[src/rtl/decode_execute_pair_reg.sv]
// -----------------------------------------------------------------------------
// decode_execute_pair_reg
//
// Dual-lane ID/EX pipeline register between the dual main decoder and the
// execute stage.
//
// Each lane's control, operand data and register specifiers are captured every
// cycle. If lane 2 reads the register that lane 1 writes (intra-pair RAW), the
// pair is split across two cycles:
//   - lane 1 issues first;
//   - lane 2 issues one cycle later;
//   - upstream is held in the meantime through split_stall.
//
// Handshake: split_stall is the only back-pressure signal and it is purely
// combinational. While it is 1, the IF/ID stage must keep the current pair
// stable into the next cycle. The pair counts as consumed on any rising edge
// where split_stall is 0 and stall is 0 (or flush is 1).
//
// Configuration macro:
//   DUAL_MEM_SPLIT_EN - when defined, a pair is also split when both lanes
//                       access memory (MemWrite | ResultSrc), because there is
//                       a single data-memory port. The split sequence is the
//                       same as for a RAW hazard. When undefined, only the RAW
//                       term splits.
//
// Parameters:
//   XLEN   - datapath width; data bundle = {RD1,RD2,Imm,PC} (4*XLEN bits)
//   CTRL_W - control bundle width
//            {RegWrite,ALUSrc,MemWrite,ResultSrc,Branch,ALUControl[2:0]},
//            MSB first
//
// Ports:
//   clk          in   clock, rising edge
//   rst          in   synchronous active-high reset
//   stall        in   hazard-unit stall; holds all registers and state
//   flush        in   branch flush; loads bubbles into both lanes
//   vld1_d       in   lane1 decode-stage valid
//   ctrl1_d      in   lane1 control bundle
//   data1_d      in   lane1 {RD1,RD2,Imm,PC}
//   regs1_d      in   lane1 {rs1,rs2,rd}
//   vld2_d .. regs2_d                 lane2 equivalents
//   vld1_e       out  lane1 execute-stage valid
//   ctrl1_e      out  lane1 registered control
//   data1_e      out  lane1 registered data
//   regs1_e      out  lane1 registered specifiers
//   vld2_e .. regs2_e                 lane2 equivalents
//   split_stall  out  combinational; 1 = hold IF/ID this cycle
// -----------------------------------------------------------------------------
module decode_execute_pair_reg #(
  parameter int XLEN   = 32,
  parameter int CTRL_W = 8
) (
  input  logic                clk,
  input  logic                rst,
  input  logic                stall,
  input  logic                flush,

  input  logic                vld1_d,
  input  logic [CTRL_W-1:0]   ctrl1_d,
  input  logic [4*XLEN-1:0]   data1_d,
  input  logic [14:0]         regs1_d,

  input  logic                vld2_d,
  input  logic [CTRL_W-1:0]   ctrl2_d,
  input  logic [4*XLEN-1:0]   data2_d,
  input  logic [14:0]         regs2_d,

  output logic                vld1_e,
  output logic [CTRL_W-1:0]   ctrl1_e,
  output logic [4*XLEN-1:0]   data1_e,
  output logic [14:0]         regs1_e,

  output logic                vld2_e,
  output logic [CTRL_W-1:0]   ctrl2_e,
  output logic [4*XLEN-1:0]   data2_e,
  output logic [14:0]         regs2_e,

  output logic                split_stall
);

  // ---------------------------------------------------------------------------
  // Control bundle bit positions (MSB first)
  // ---------------------------------------------------------------------------
  localparam int CB_REGWRITE  = CTRL_W - 1;
  localparam int CB_MEMWRITE  = CTRL_W - 3;
  localparam int CB_RESULTSRC = CTRL_W - 4;

  // ---------------------------------------------------------------------------
  // FSM encoding
  // ---------------------------------------------------------------------------
  localparam logic [0:0] ST_PAIR  = 1'b0;
  localparam logic [0:0] ST_SPLIT = 1'b1;

  // ---------------------------------------------------------------------------
  // Register-specifier fields: {rs1[14:10], rs2[9:5], rd[4:0]}
  // ---------------------------------------------------------------------------
  logic [4:0] rd1;
  logic [4:0] rs1_2;
  logic [4:0] rs2_2;

  assign rd1   = regs1_d[4:0];
  assign rs1_2 = regs2_d[14:10];
  assign rs2_2 = regs2_d[9:5];

  // ---------------------------------------------------------------------------
  // Split detection
  // ---------------------------------------------------------------------------
  logic both_vld;
  logic raw_hazard;
  logic mem_conflict;
  logic hazard;

  assign both_vld = vld1_d & vld2_d;

  // rs2 is compared even when lane 2 has no rs2 operand. This can split a
  // pair that did not need it, but it never misses a real dependency.
  assign raw_hazard = both_vld & ctrl1_d[CB_REGWRITE] & (rd1 != 5'd0) &
                      ((rd1 == rs1_2) | (rd1 == rs2_2));

`ifdef DUAL_MEM_SPLIT_EN
  assign mem_conflict = both_vld &
                        (ctrl1_d[CB_MEMWRITE] | ctrl1_d[CB_RESULTSRC]) &
                        (ctrl2_d[CB_MEMWRITE] | ctrl2_d[CB_RESULTSRC]);
`else
  assign mem_conflict = 1'b0;
`endif

  assign hazard = raw_hazard | mem_conflict;

  // ---------------------------------------------------------------------------
  // State and pipeline registers
  // ---------------------------------------------------------------------------
  logic [0:0]         state_q,   state_d;

  logic               l1_vld_q,  l1_vld_d;
  logic [CTRL_W-1:0]  l1_ctrl_q, l1_ctrl_d;
  logic [4*XLEN-1:0]  l1_data_q, l1_data_d;
  logic [14:0]        l1_regs_q, l1_regs_d;

  logic               l2_vld_q,  l2_vld_d;
  logic [CTRL_W-1:0]  l2_ctrl_q, l2_ctrl_d;
  logic [4*XLEN-1:0]  l2_data_q, l2_data_d;
  logic [14:0]        l2_regs_q, l2_regs_d;

  // ---------------------------------------------------------------------------
  // Upstream hold request
  // ---------------------------------------------------------------------------
  // A split is only requested from PAIR. In SPLIT the pair being held is
  // released, so the hazard is not re-evaluated there. The request stays
  // asserted under stall so that IF/ID keeps holding the pair.
  assign split_stall = ~rst & ~flush & (state_q == ST_PAIR) & hazard;

  // ---------------------------------------------------------------------------
  // Next-state logic
  // ---------------------------------------------------------------------------
  // A bubble clears only valid and control. Data and specifiers keep their old
  // value because downstream ignores them when valid is low.
  always_comb begin
    state_d   = state_q;
    l1_vld_d  = l1_vld_q;
    l1_ctrl_d = l1_ctrl_q;
    l1_data_d = l1_data_q;
    l1_regs_d = l1_regs_q;
    l2_vld_d  = l2_vld_q;
    l2_ctrl_d = l2_ctrl_q;
    l2_data_d = l2_data_q;
    l2_regs_d = l2_regs_q;

    if (flush) begin
      l1_vld_d  = 1'b0;
      l1_ctrl_d = '0;
      l2_vld_d  = 1'b0;
      l2_ctrl_d = '0;
      state_d   = ST_PAIR;
    end else if (!stall) begin
      case (state_q)
        ST_PAIR: begin
          l1_vld_d  = vld1_d;
          l1_ctrl_d = vld1_d ? ctrl1_d : '0;
          l1_data_d = data1_d;
          l1_regs_d = regs1_d;
          if (hazard) begin
            // Lane 1 goes now; lane 2 waits one cycle as a bubble.
            l2_vld_d  = 1'b0;
            l2_ctrl_d = '0;
            state_d   = ST_SPLIT;
          end else begin
            l2_vld_d  = vld2_d;
            l2_ctrl_d = vld2_d ? ctrl2_d : '0;
            l2_data_d = data2_d;
            l2_regs_d = regs2_d;
          end
        end
        default: begin
          // ST_SPLIT: upstream still presents the same pair. Lane 1 was
          // issued last cycle, so only lane 2 is taken now.
          l1_vld_d  = 1'b0;
          l1_ctrl_d = '0;
          l2_vld_d  = vld2_d;
          l2_ctrl_d = vld2_d ? ctrl2_d : '0;
          l2_data_d = data2_d;
          l2_regs_d = regs2_d;
          state_d   = ST_PAIR;
        end
      endcase
    end
  end

  // ---------------------------------------------------------------------------
  // Sequential update
  // ---------------------------------------------------------------------------
  always_ff @(posedge clk) begin
    if (rst) begin
      state_q   <= ST_PAIR;
      l1_vld_q  <= 1'b0;
      l1_ctrl_q <= '0;
      l1_data_q <= '0;
      l1_regs_q <= '0;
      l2_vld_q  <= 1'b0;
      l2_ctrl_q <= '0;
      l2_data_q <= '0;
      l2_regs_q <= '0;
    end else begin
      state_q   <= state_d;
      l1_vld_q  <= l1_vld_d;
      l1_ctrl_q <= l1_ctrl_d;
      l1_data_q <= l1_data_d;
      l1_regs_q <= l1_regs_d;
      l2_vld_q  <= l2_vld_d;
      l2_ctrl_q <= l2_ctrl_d;
      l2_data_q <= l2_data_d;
      l2_regs_q <= l2_regs_d;
    end
  end

  // ---------------------------------------------------------------------------
  // Outputs
  // ---------------------------------------------------------------------------
  assign vld1_e  = l1_vld_q;
  assign ctrl1_e = l1_ctrl_q;
  assign data1_e = l1_data_q;
  assign regs1_e = l1_regs_q;

  assign vld2_e  = l2_vld_q;
  assign ctrl2_e = l2_ctrl_q;
  assign data2_e = l2_data_q;
  assign regs2_e = l2_regs_q;

endmodule

[config.mk]
export PLATFORM = sky130hd
export DESIGN_NAME = decode_execute_pair_reg
export DESIGN_NICKNAME = d
export VERILOG_FILES = /design/src/rtl/decode_execute_pair_reg.sv
export SDC_FILE = /design/constraint.sdc
export NUM_CORES = 1
export LEC_CHECK = 0
export ABC_AREA = 1
export CAP_MARGIN = 20
export CORE_AREA = 2 2 239 241
export DETAILED_ROUTE_END_ITERATION = 8
export DIE_AREA = 0 0 241 243
export PLACE_DENSITY = 0.63
export SLEW_MARGIN = 15
export SYNTH_ARGS = -nofsm -noshare
export SYNTH_HDL_FRONTEND = slang
export SYNTH_SLANG_ARGS = --single-unit
export TNS_END_PERCENT = 10
[constraint.sdc]
create_clock -name clk -period 1.4 [get_ports clk]
set_input_delay 0.28 -clock clk [delete_from_list [all_inputs] [get_ports clk]]
set_output_delay 0.28 -clock clk [all_outputs]
set_load 0.01 [all_outputs]
==> key figures, run 1 <==
Run status
  • Status: finished, violations left
  • Failing checks: setup timing

Floorplan
  • Die Wd: around 240 um
  • Core area: between 50000 and 60000 sq um
  • Starting density of the core: 0.234
  • Io pins: 613
  • Die ar.: 58600 sq um
  • Row count: 87
  • Die height: around 240 um

Global route
  • GR Layer Usage met2: 0.320
  • Largest net degree at the start of global routing: 68
  • Vias in the first global route: around 13k
  • Total GRT Usage: 0.181
  • GR Util met3: 0.0548
  • Met1 usage: 0.203
  • Initial antenna violation count: 9
  • Gr busiest metal: met2
  • First-pass GRT wire length: roughly 80000 um
  • Grt ovf: 0

Critical path
  • Critical Path Slowest Stage Cell: clkdlybuf4s50_1
  • Cell Chain, Critical Path: clkdlybuf4s50_1 > nand2_2 > nor3_4 > o21ai_2 > inv_2 > nand2_4 > nor2_4 > buf_6
  • R2R setup slack: -330 ps
  • Delay-heaviest family, CP: buffers and inverters
  • Critical R2R Capture: data2_e[35]
  • Worst reg-to-reg path cell count: 13
  • Crit path launch type: primary input
  • Worst EP required: 1120 ps
  • Worst-path fanout max: 2
  • Worst Setup SP: vld2_d
  • Slowest Stage Delay on Critical Path: between 400 and 500 ps
  • CP endpoint kind: primary output
  • Setup Crit Path Kind: in -> out
  • CP Data Arrival Time: 1540 ps
  • Reg-to-Reg Start: state_q
  • Buf/Inv on CP: 3

Clock tree
  • CTS tree: done
  • H-tree lvl count: 2
  • Clock transition at the registers of the reported paths: around 60 ps
  • Clk_lat worst skew: 540 ps
  • Root cell of the clock tree: clkbuf_16
  • Clock sink count: 305
  • TritonCTS buffer count: 38
  • Deepest clock path buffer count: 3

Detailed routing
  • DR vias/cell: roughly 4.1
  • Vias: roughly 14k
  • Antenna viol nets, final: 0
  • Drt first-iter violations: roughly 700
  • Number of remaining DRC errors: 0
  • Final wirelength: approximately 56000 um
  • Wire length per cell: approximately 16 um
  • DRT Pass-1 Iters: 5

Power and ir drop
  • Clock share of power: 0.415
  • Sequential power share: 0.393
  • Total Power: roughly 0.024 W
  • Internal power: between 0.015 and 0.02 W
  • PwrDens: roughly 1100 nW/um^2
  • Sw Ratio: 0.270
  • Comb power frac: 0.191
  • Leakage: ~13 nW
  • Peak supply drop: approximately 950 uV
  • P_sw: about 0.0066 W

Synthesis
  • Post-synthesis cell count: roughly 2k
  • Post-synthesis cell area: 13100 sq um
  • Post-synth EDFFs: 0
  • Synth Area per Inst: roughly 6.6 sq um
  • Mapped Nets: roughly 2.3k
  • Yosys cell types: 20
  • Async set-or-reset flop fraction in the synthesized netlist: 0
  • #FFs+latches synth: 305
  • Syn. warnings: 0
  • Sequential area share after synthesis: 0.467
  • Main synth FF type: dfxtp_1

Timing
  • Final Hold Viols: 0
  • Setup TNS: -42070 ps
  • Rel. slew slack: 0.738
  • Fin Hold WS: 167 ps
  • Fin. max-slew vios: 0
  • Setup Viol. Count Final: roughly 220
  • Tcrit/Tclk final: 1.30
  • Fin crit period: 1820 ps
  • RSZ-0062 raised after global routing: yes
  • Setup ws final: -423 ps
  • FMAX: between 500 and 600 MHz
  • Worst slew pin tran: approximately 390 ps
  • Worst Clk Skew: 14.8 ps

Hold path
  • Hold path startpoint: regs2_d[6]
  • WHS Endpoint: regs2_e[6]
  • HP Class: in -> reg
  • Hold Path Stages: 5

Place
  • IO buf count: slightly above 600
  • Inst Count DP: 3314
  • Routability cong.: ~0.84
  • Final HPWL DP: between 30000 and 40000 um

Layout
  • Area growth syn-to-layout: 72.7%
  • Layout Cells excl Fill: between 3k and 4k
  • Layout cells sized above 1: 0.196
  • Layout Nets: around 2.9k
  • Final core utilization: 0.404

Flow run
  • Max-cap violations: 0
## cells in the final DEF, fill, tap and decap left out, types with 6 or more instances in the layout
master	instances
nor2_1	428
clkbuf_2	8
clkbuf_8	6
buf_2	162
buf_12	33
buf_16	18
buf_4	84
diode_2	6
dlygate4sd2_1	6
nand3_1	10
a21oi_1	23
o21ai_2	7
dfxtp_2	17
inv_1	369
clkdlybuf4s50_1	290
clkinv_2	8
nand2_2	32
clkbuf_16	45
buf_6	9
o21ai_0	80
inv_2	67
nand2_1	299
o21ai_1	57
clkbuf_1	7
dlymetal6s2s_1	136
nand4_1	152
dfxtp_1	284
## through the flow
step                      setup WS [ps]  area (sq um)
final                              -423         22600
after CTS                          -599         21900
after global routing               -496         22600
after global placement            -1170         20700
after floorplan                   -3.68         13100
after detailed placement          -1190         20700
## how the worst max path moves through the flow
stage,end,slack (ps),depth (start not counted)
5_1_grt,split_stall,-500,6
6_report,split_stall,-420,8
3_3_place_gp,split_stall,-1170,9
4_1_cts,split_stall,-600,6
3_5_place_dp,split_stall,-1190,9
2_1_floorplan,data2_e[46],-4,11
## Yosys cell counts, types with 8 or more instances
cell | number | share of area
buf_2 | 34 | 0.013
nor2_1 | 429 | 0.12
buf_1 | 13 | 0.0037
nand2_1 | 332 | 0.095
nand4_1 | 152 | 0.073
a21oi_1 | 23 | 0.0088
o21ai_0 | 143 | 0.055
buf_4 | 8 | 0.0046
inv_2 | 66 | 0.019
nand3_1 | 10 | 0.0038
inv_1 | 373 | 0.11
dfxtp_1 | 305 | 0.47
clkbuf_1 | 76 | 0.022
## layout make-up
cell class	instances	area (sq um)
flip-flops and latches	305	6140
inverters	440	1680
diodes	6	15.0
repair buffers	757	7630
clock buffers	51	1060
well taps	756	946
clock inverters	18	218
fillers	5878	33400
multi-input cells	1097	4900
## repair_timing
action                                  4_1_cts  5_1_grt
buffers inserted                             14        7
gates cloned                                 17        8
hold buffers                                  0        0
pin swaps                                     8        9
gates resized for setup                     775      290
endpoints found under the setup margin      599      437
## sequential cells by signal, indices dropped and copies added (netlist names)
register  cells
ctrl1_e       8
ctrl2_e       8
data1_e     128
data2_e     128
regs1_e      15
regs2_e      15
state_q       1
vld1_e        1
vld2_e        1
## worst register-to-register path, cell delays in order, from the launching register on
cell       delay [ps]
dfxtp_2           330
nor3_4            140
o21ai_2            80
inv_2              80
nand2_4            60
buf_4             140
buf_8             120
nand3_4            90
buf_12            140
buf_12            160
clkbuf_16         150
nand2_1            50
inv_1              50
nor2_1             30
## power groups by stage
stage          sequential [W]  combinational (W)  clock [W]
4_1_cts               0.00957            0.00460     0.0104
5_1_grt               0.00962            0.00511     0.0108
3_3_place_gp          0.00974            0.00470          0
3_5_place_dp          0.00976            0.00470          0
6_report              0.00956            0.00465     0.0101
2_1_floorplan          0.0100            0.00162          0
## cells by family (layout without fill, tap and decap cells)
kind of cell | Yosys count | in the layout | synth area share
XOR/XNOR | 2 | 2 | 0.00134
buffers and inverters | 571 | 1266 | 0.169
flip-flops | 305 | 305 | 0.467
AND/OR/NAND/NOR | 928 | 928 | 0.298
AO/OA/AOI/OAI | 167 | 167 | 0.0639
other | 0 | 6 | 0
## metal layers
| metal | part of all wire | up-vias |
|---|---|---|
| met2 | 0.49 | 504 |
| met1 | 0.40 | 6312 |
| met5 | 0.00045 | - |
| met3 | 0.079 | 85 |
| li1 | - | 7256 |
| met4 | 0.030 | 4 |
Note: power is estimated with default switching activity, not from simulation.
==> run 2: changes to the inputs <==
--- a/config.mk
+++ b/config.mk
@@ -11,6 +11,7 @@
 export DETAILED_ROUTE_END_ITERATION = 8
 export DIE_AREA = 0 0 241 243
 export PLACE_DENSITY = 0.63
+export REMOVE_ABC_BUFFERS = 1
 export SLEW_MARGIN = 15
 export SYNTH_ARGS = -nofsm -noshare
 export SYNTH_HDL_FRONTEND = slang
==> key figures, run 2 (synthesis gave the netlist of run 1 again) <==
Place
  • Final HPWL DP: 39400 um
  • Routability cong.: roughly 0.8
  • Cell area after placement: around 21000 sq um
  • Inst Count DP: ~3.3k
  • Worst slack, placed: -965 ps
  • IO buf count: just over 600

Global route
  • Grt ovf: 0
  • Total GRT Usage: 0.169
  • Largest net degree at the start of global routing: 44
  • Vias in the first global route: roughly 13k
  • Initial antenna violation count: 13
  • First-pass GRT wire length: 77000 um

Power and ir drop
  • PwrDens: about 1100 nW/um^2
  • Sequential power share: 0.396
  • Clock share of power: 0.417
  • Internal power: 0.0176 W
  • P_sw: 0.00651 W
  • Peak supply drop: around 1400 uV
  • Comb power frac: 0.187
  • Leakage: 11.5 nW
  • Sw Ratio: 0.270

Detailed routing
  • Wire length per cell: 16.0 um
  • DRT Pass-1 Iters: 5
  • Antenna viol nets, final: 0
  • Drt first-iter violations: 418
  • Final wirelength: 54600 um
  • Number of remaining DRC errors: 0
  • Vias: about 14k
  • DR vias/cell: ~4

Critical path
  • Crit path launch type: primary input
  • R2R setup slack: -360 ps
  • CP Data Arrival Time: 1630 ps
  • CP endpoint kind: primary output
  • Worst-path fanout max: 2
  • Reg-to-Reg Start: state_q
  • Critical R2R Capture: data2_e[50]
  • Worst EP required: ~1100 ps
  • Worst reg-to-reg path cell count: 13
  • Setup Crit Path Kind: in -> out

Floorplan
  • Die height: about 240 um
  • Die Wd: 241 um
  • Row count: 87
  • Io pins: 613
  • Starting density of the core: 0.234
  • Die ar.: about 59000 sq um
  • Core area: 56000 sq um

Hold path
  • WHS Endpoint: regs2_e[5]
  • HP Class: in -> reg
  • Hold path startpoint: regs2_d[5]
  • Hold Path Stages: 5

Timing
  • Tcrit/Tclk final: 1.36
  • Setup ws final: -507 ps
  • Worst slew pin tran: around 340 ps
  • Fin crit period: ~1900 ps
  • RSZ-0062 raised after global routing: yes
  • Worst Clk Skew: between 10 and 15 ps
  • Setup Viol. Count Final: between 200 and 250
  • Final Hold Viols: 0
  • Fin. max-slew vios: 0
  • Rel. slew slack: 0.774
  • Setup TNS: -53330 ps
  • FMAX: about 520 MHz

Clock tree
  • CTS tree: done
  • Root cell of the clock tree: clkbuf_16
  • Clk_lat worst skew: between 500 and 600 ps
  • Cts hold-fix bufs: 0
  • Clock transition at the registers of the reported paths: about 60 ps
  • TritonCTS buffer count: 38
  • H-tree lvl count: 2
  • Deepest clock path buffer count: 3
  • Clock sink count: 305

Layout
  • Final core utilization: 0.389
  • Layout Nets: between 2k and 3k
  • Filler cell count: roughly 6k
  • Area growth syn-to-layout: 66.2%
  • Commonest non-fill, non-tap cells in the layout: nor2_1, inv_1, clkdlybuf4s50_1
  • FF+latch area: a little over 6000 sq um
  • Design Area, Final: about 22000 sq um
  • Multi-input gate area: slightly above 5000 sq um
  • Most common cell after layout, fill and taps aside: nor2_1
  • Layout Cells excl Fill: about 3.4k
  • Layout cells sized above 1: 0.244

Run status
  • Status: finished, violations left
  • Failing checks: setup timing

Flow run
  • Max-cap violations: 0
-- run 2: cell types whose count changed in the layout (fill, tap and decap cells not counted), moves of 9 or more --
cell | before | now
buf_16 | 18 | 4
buf_4 | 84 | 75
inv_2 | 67 | 84
dlymetal6s2s_1 | 136 | 36
nand2_4 | 1 | 13
dfxtp_2 | 17 | 27
inv_1 | 369 | 352
buf_2 | 162 | 268
nand2_1 | 299 | 287
-- run 2: how the worst max path moves through the flow --
stage | start | to | depth (start not counted)
global route | state_q | split_stall | 7
floorplan | flush | regs1_e[0] | 5
detailed placement | regs1_d[2] | data2_e[97] | 12
CTS | state_q | split_stall | 7
finish | regs2_d[10] | split_stall | 11
global placement | regs1_d[2] | regs2_e[7] | 11
-- run 2: cell type report --
type                    count  area share
repair buffers            746       0.307
multi-input cells        1097       0.231
inverters                 440      0.0771
clock buffers              51      0.0492
well taps                 756      0.0435
flip-flops and latches    305       0.283
clock inverters            12     0.00863
diodes                      7    0.000806
-- run 2: power by group through the flow --
stage | Clock (W) | Combinational, W | Sequential, W
detailed placement | 0 | 0.00474 | 0.00975
global placement | 0 | 0.00473 | 0.00973
CTS | 0.0104 | 0.00429 | 0.00956
floorplan | 0 | 0.00164 | 0.0100
global route | 0.0107 | 0.00499 | 0.00962
finish | 0.0100 | 0.00451 | 0.00955
-- run 2: critical path, stage by stage --
cell and delay (ps):
clkdlybuf4s50_1 490, inv_1 70, nand2_1 50, nand2_1 60, nor2_1 100, nand3_1 90, nand2_2 110, nand2_4 60
buf_8 120, nor2_4 90, buf_6 110
-- run 2: per-layer routing --
metal / global-route usage / share of wire / vias up / wire (um)
li1: - / - / 7237 / -
met1: 0.181 / 0.38 / 6252 / 20600
met2: 0.307 / 0.50 / 489 / 27400
met3: 0.0574 / 0.091 / 87 / 4940
met4: 0.0586 / 0.029 / 2 / 1570
met5: 0 / 0.00015 / - / 8
-- run 2: what timing repair did --
item	in CTS	in global routing
gates cloned	0	18
resized for setup	1128	217
buffers inserted	3	5
endpoints found under the setup margin	600	333
pin swaps	4	25
-- run 2: stage by stage --
stage | hold slack [ps] | total power, W
6_report | 162 | 0.0241
5_1_grt | 200 | 0.0253
4_1_cts | 256 | 0.0242
3_5_place_dp | 448 | 0.0145
3_3_place_gp | 443 | 0.0145
2_1_floorplan | 420 | 0.0116
==> run 3: changes to the inputs <==
--- a/config.mk
+++ b/config.mk
@@ -8,6 +8,7 @@
 export ABC_AREA = 1
 export CAP_MARGIN = 20
 export CORE_AREA = 2 2 239 241
+export CTS_CLUSTER_DIAMETER = 30
 export DETAILED_ROUTE_END_ITERATION = 8
 export DIE_AREA = 0 0 241 243
 export PLACE_DENSITY = 0.63
==> key figures, run 3 (synthesis gave the netlist of run 1 again) <==
Run status
  • Status: finished, violations left
  • Failing checks: setup timing

Place
  • Routability cong.: 0.806
  • IO buf count: roughly 610
  • Final HPWL DP: 39400 um
  • Cell area after placement: about 21000 sq um
  • Worst slack, placed: -965 ps

Power and ir drop
  • Comb power frac: 0.132
  • Internal power: approximately 0.026 W
  • Clock share of power: 0.584
  • Sw Ratio: 0.242
  • PwrDens: 1450 nW/um^2
  • P_sw: just over 0.008 W
  • Peak supply drop: 1170 uV
  • Sequential power share: 0.284
  • Leakage: between 10 and 15 nW
  • Total Power: about 0.034 W

Floorplan
  • Die ar.: between 50000 and 60000 sq um
  • Row count: slightly below 90
  • Die height: 243 um
  • Io pins: 613
  • Starting density of the core: 0.234
  • Die Wd: approximately 240 um
  • Core area: around 56000 sq um

Timing
  • Fin crit period: 1930 ps
  • Fin Hold WS: about 180 ps
  • Worst Clk Skew: roughly 22 ps
  • Tcrit/Tclk final: 1.38
  • Worst slew pin tran: roughly 340 ps
  • Setup ws final: -531 ps
  • Final Hold Viols: 0
  • FMAX: about 520 MHz
  • Setup Viol. Count Final: 215
  • Rel. slew slack: 0.770
  • Fin. max-slew vios: 0
  • RSZ-0062 raised after global routing: yes

Critical path
  • CP Data Arrival Time: roughly 1700 ps
  • Worst EP required: roughly 1100 ps
  • R2R setup slack: -290 ps
  • Critical R2R Capture: regs2_e[4]
  • Reg-to-Reg Start: state_q
  • Setup Crit Path Kind: reg -> out
  • CP endpoint kind: primary output
  • Worst reg-to-reg path cell count: 11
  • Worst-path fanout max: 2
  • Crit path launch type: flop

Global route
  • Vias in the first global route: about 14k
  • Initial antenna violation count: 14
  • Largest net degree at the start of global routing: between 40 and 50
  • First-pass GRT wire length: 79600 um
  • Total GRT Usage: 0.176
  • Grt ovf: 0

Detailed routing
  • Antenna viol nets, final: 0
  • Drt first-iter violations: about 540
  • Wire length per cell: ~16 um
  • Number of remaining DRC errors: 0
  • DRT Pass-1 Iters: 5
  • DR vias/cell: just over 4
  • Final wirelength: 54900 um
  • Vias: around 14k

Clock tree
  • Root cell of the clock tree: clkbuf_16
  • Cts hold-fix bufs: 0
  • CTS tree: done
  • TritonCTS buffer count: 84
  • Clock transition at the registers of the reported paths: around 40 ps
  • H-tree lvl count: 3
  • Clk_lat worst skew: ~600 ps
  • Clock sink count: approximately 300
  • Deepest clock path buffer count: 3

Hold path
  • Hold Path Stages: 4
  • HP Class: in -> reg
  • WHS Endpoint: regs1_e[1]
  • Hold path startpoint: regs1_d[1]

Layout
  • Final core utilization: 0.416
  • Layout cells sized above 1: 0.254
  • Most common cell after layout, fill and taps aside: nor2_1
  • Commonest non-fill, non-tap cells in the layout: nor2_1, inv_1, nand2_1
  • Area growth syn-to-layout: 78.2%
  • Design Area, Final: between 20000 and 25000 sq um
  • Layout Nets: approximately 3.0k

Flow run
  • Max-cap violations: 0
## run 3: changes by cell type in the layout (fill, tap and decap cells not counted), sizes merged
cell,before,now
diode,7,8
buf,391,370
dlymetal6s2s,36,18
clkdlybuf4s15,1,0
bufinv,4,11
clkinv,4,17
inv,442,441
clkbuf,67,163
dlygate4sd2,5,4
clkdlybuf4s50,297,301
clkinvlp,2,5
## run 3: power by group through the flow
stage,logic [W],clock network [W],registers (W)
4_1_cts,0.00442,0.0202,0.00962
6_report,0.00447,0.0198,0.00962
3_5_place_dp,0.00474,0,0.00975
5_1_grt,0.00495,0.0206,0.00968
2_1_floorplan,0.00164,0,0.0100
3_3_place_gp,0.00473,0,0.00973
## run 3: worst max-delay path, stage by stage, from the launching register on
cell     delay, ps
dfxtp_2        320
nor3_4         200
o21ai_2         80
inv_2           90
nand2_4         60
buf_8          120
nor2_4          80
buf_6          110
## run 3: how the worst max path moves through the flow
stage               start          end  slack (ps)
2_1_floorplan       flush   regs1_e[0]       -6350
3_3_place_gp   regs1_d[2]   regs2_e[7]        -940
3_5_place_dp   regs1_d[2]  data2_e[97]        -970
4_1_cts           state_q  split_stall        -640
5_1_grt           state_q  split_stall        -650
6_report          state_q  split_stall        -530
## run 3: cell type report
cell class,count,area (sq um)
antenna,8,20.0
multi-input combinational,1097,4860
timing repair buffer,737,6670
sequential,305,6170
clock inverter,34,507
fill,5782,32700
tap,756,946
clock buffer,119,2450
inverter,440,1680
## run 3: repair_timing
item | 4_1_cts | 5_1_grt
endpoints found under the setup margin | 601 | 374
pin swaps | 5 | 19
gates resized for setup | 1127 | 214
setup buffers | 2 | 5
cloned | 0 | 12
## run 3: metrics by stage
| step | cells | setup TNS (ps) |
|---|---|---|
| floorplan | 1842 | -1390620 |
| global placement | 3319 | -209110 |
| detailed placement | 3319 | -211200 |
| CTS | 3473 | -83250 |
| global route | 3494 | -65980 |
| finish | 3496 | -37720 |
## run 3: metal layers
metal	up-vias	GRT usage	share of wire
met5	-	0	0.00046
met4	4	0.0901	0.040
met3	120	0.0677	0.10
met2	562	0.311	0.50
met1	6352	0.179	0.36
li1	7343	-	-
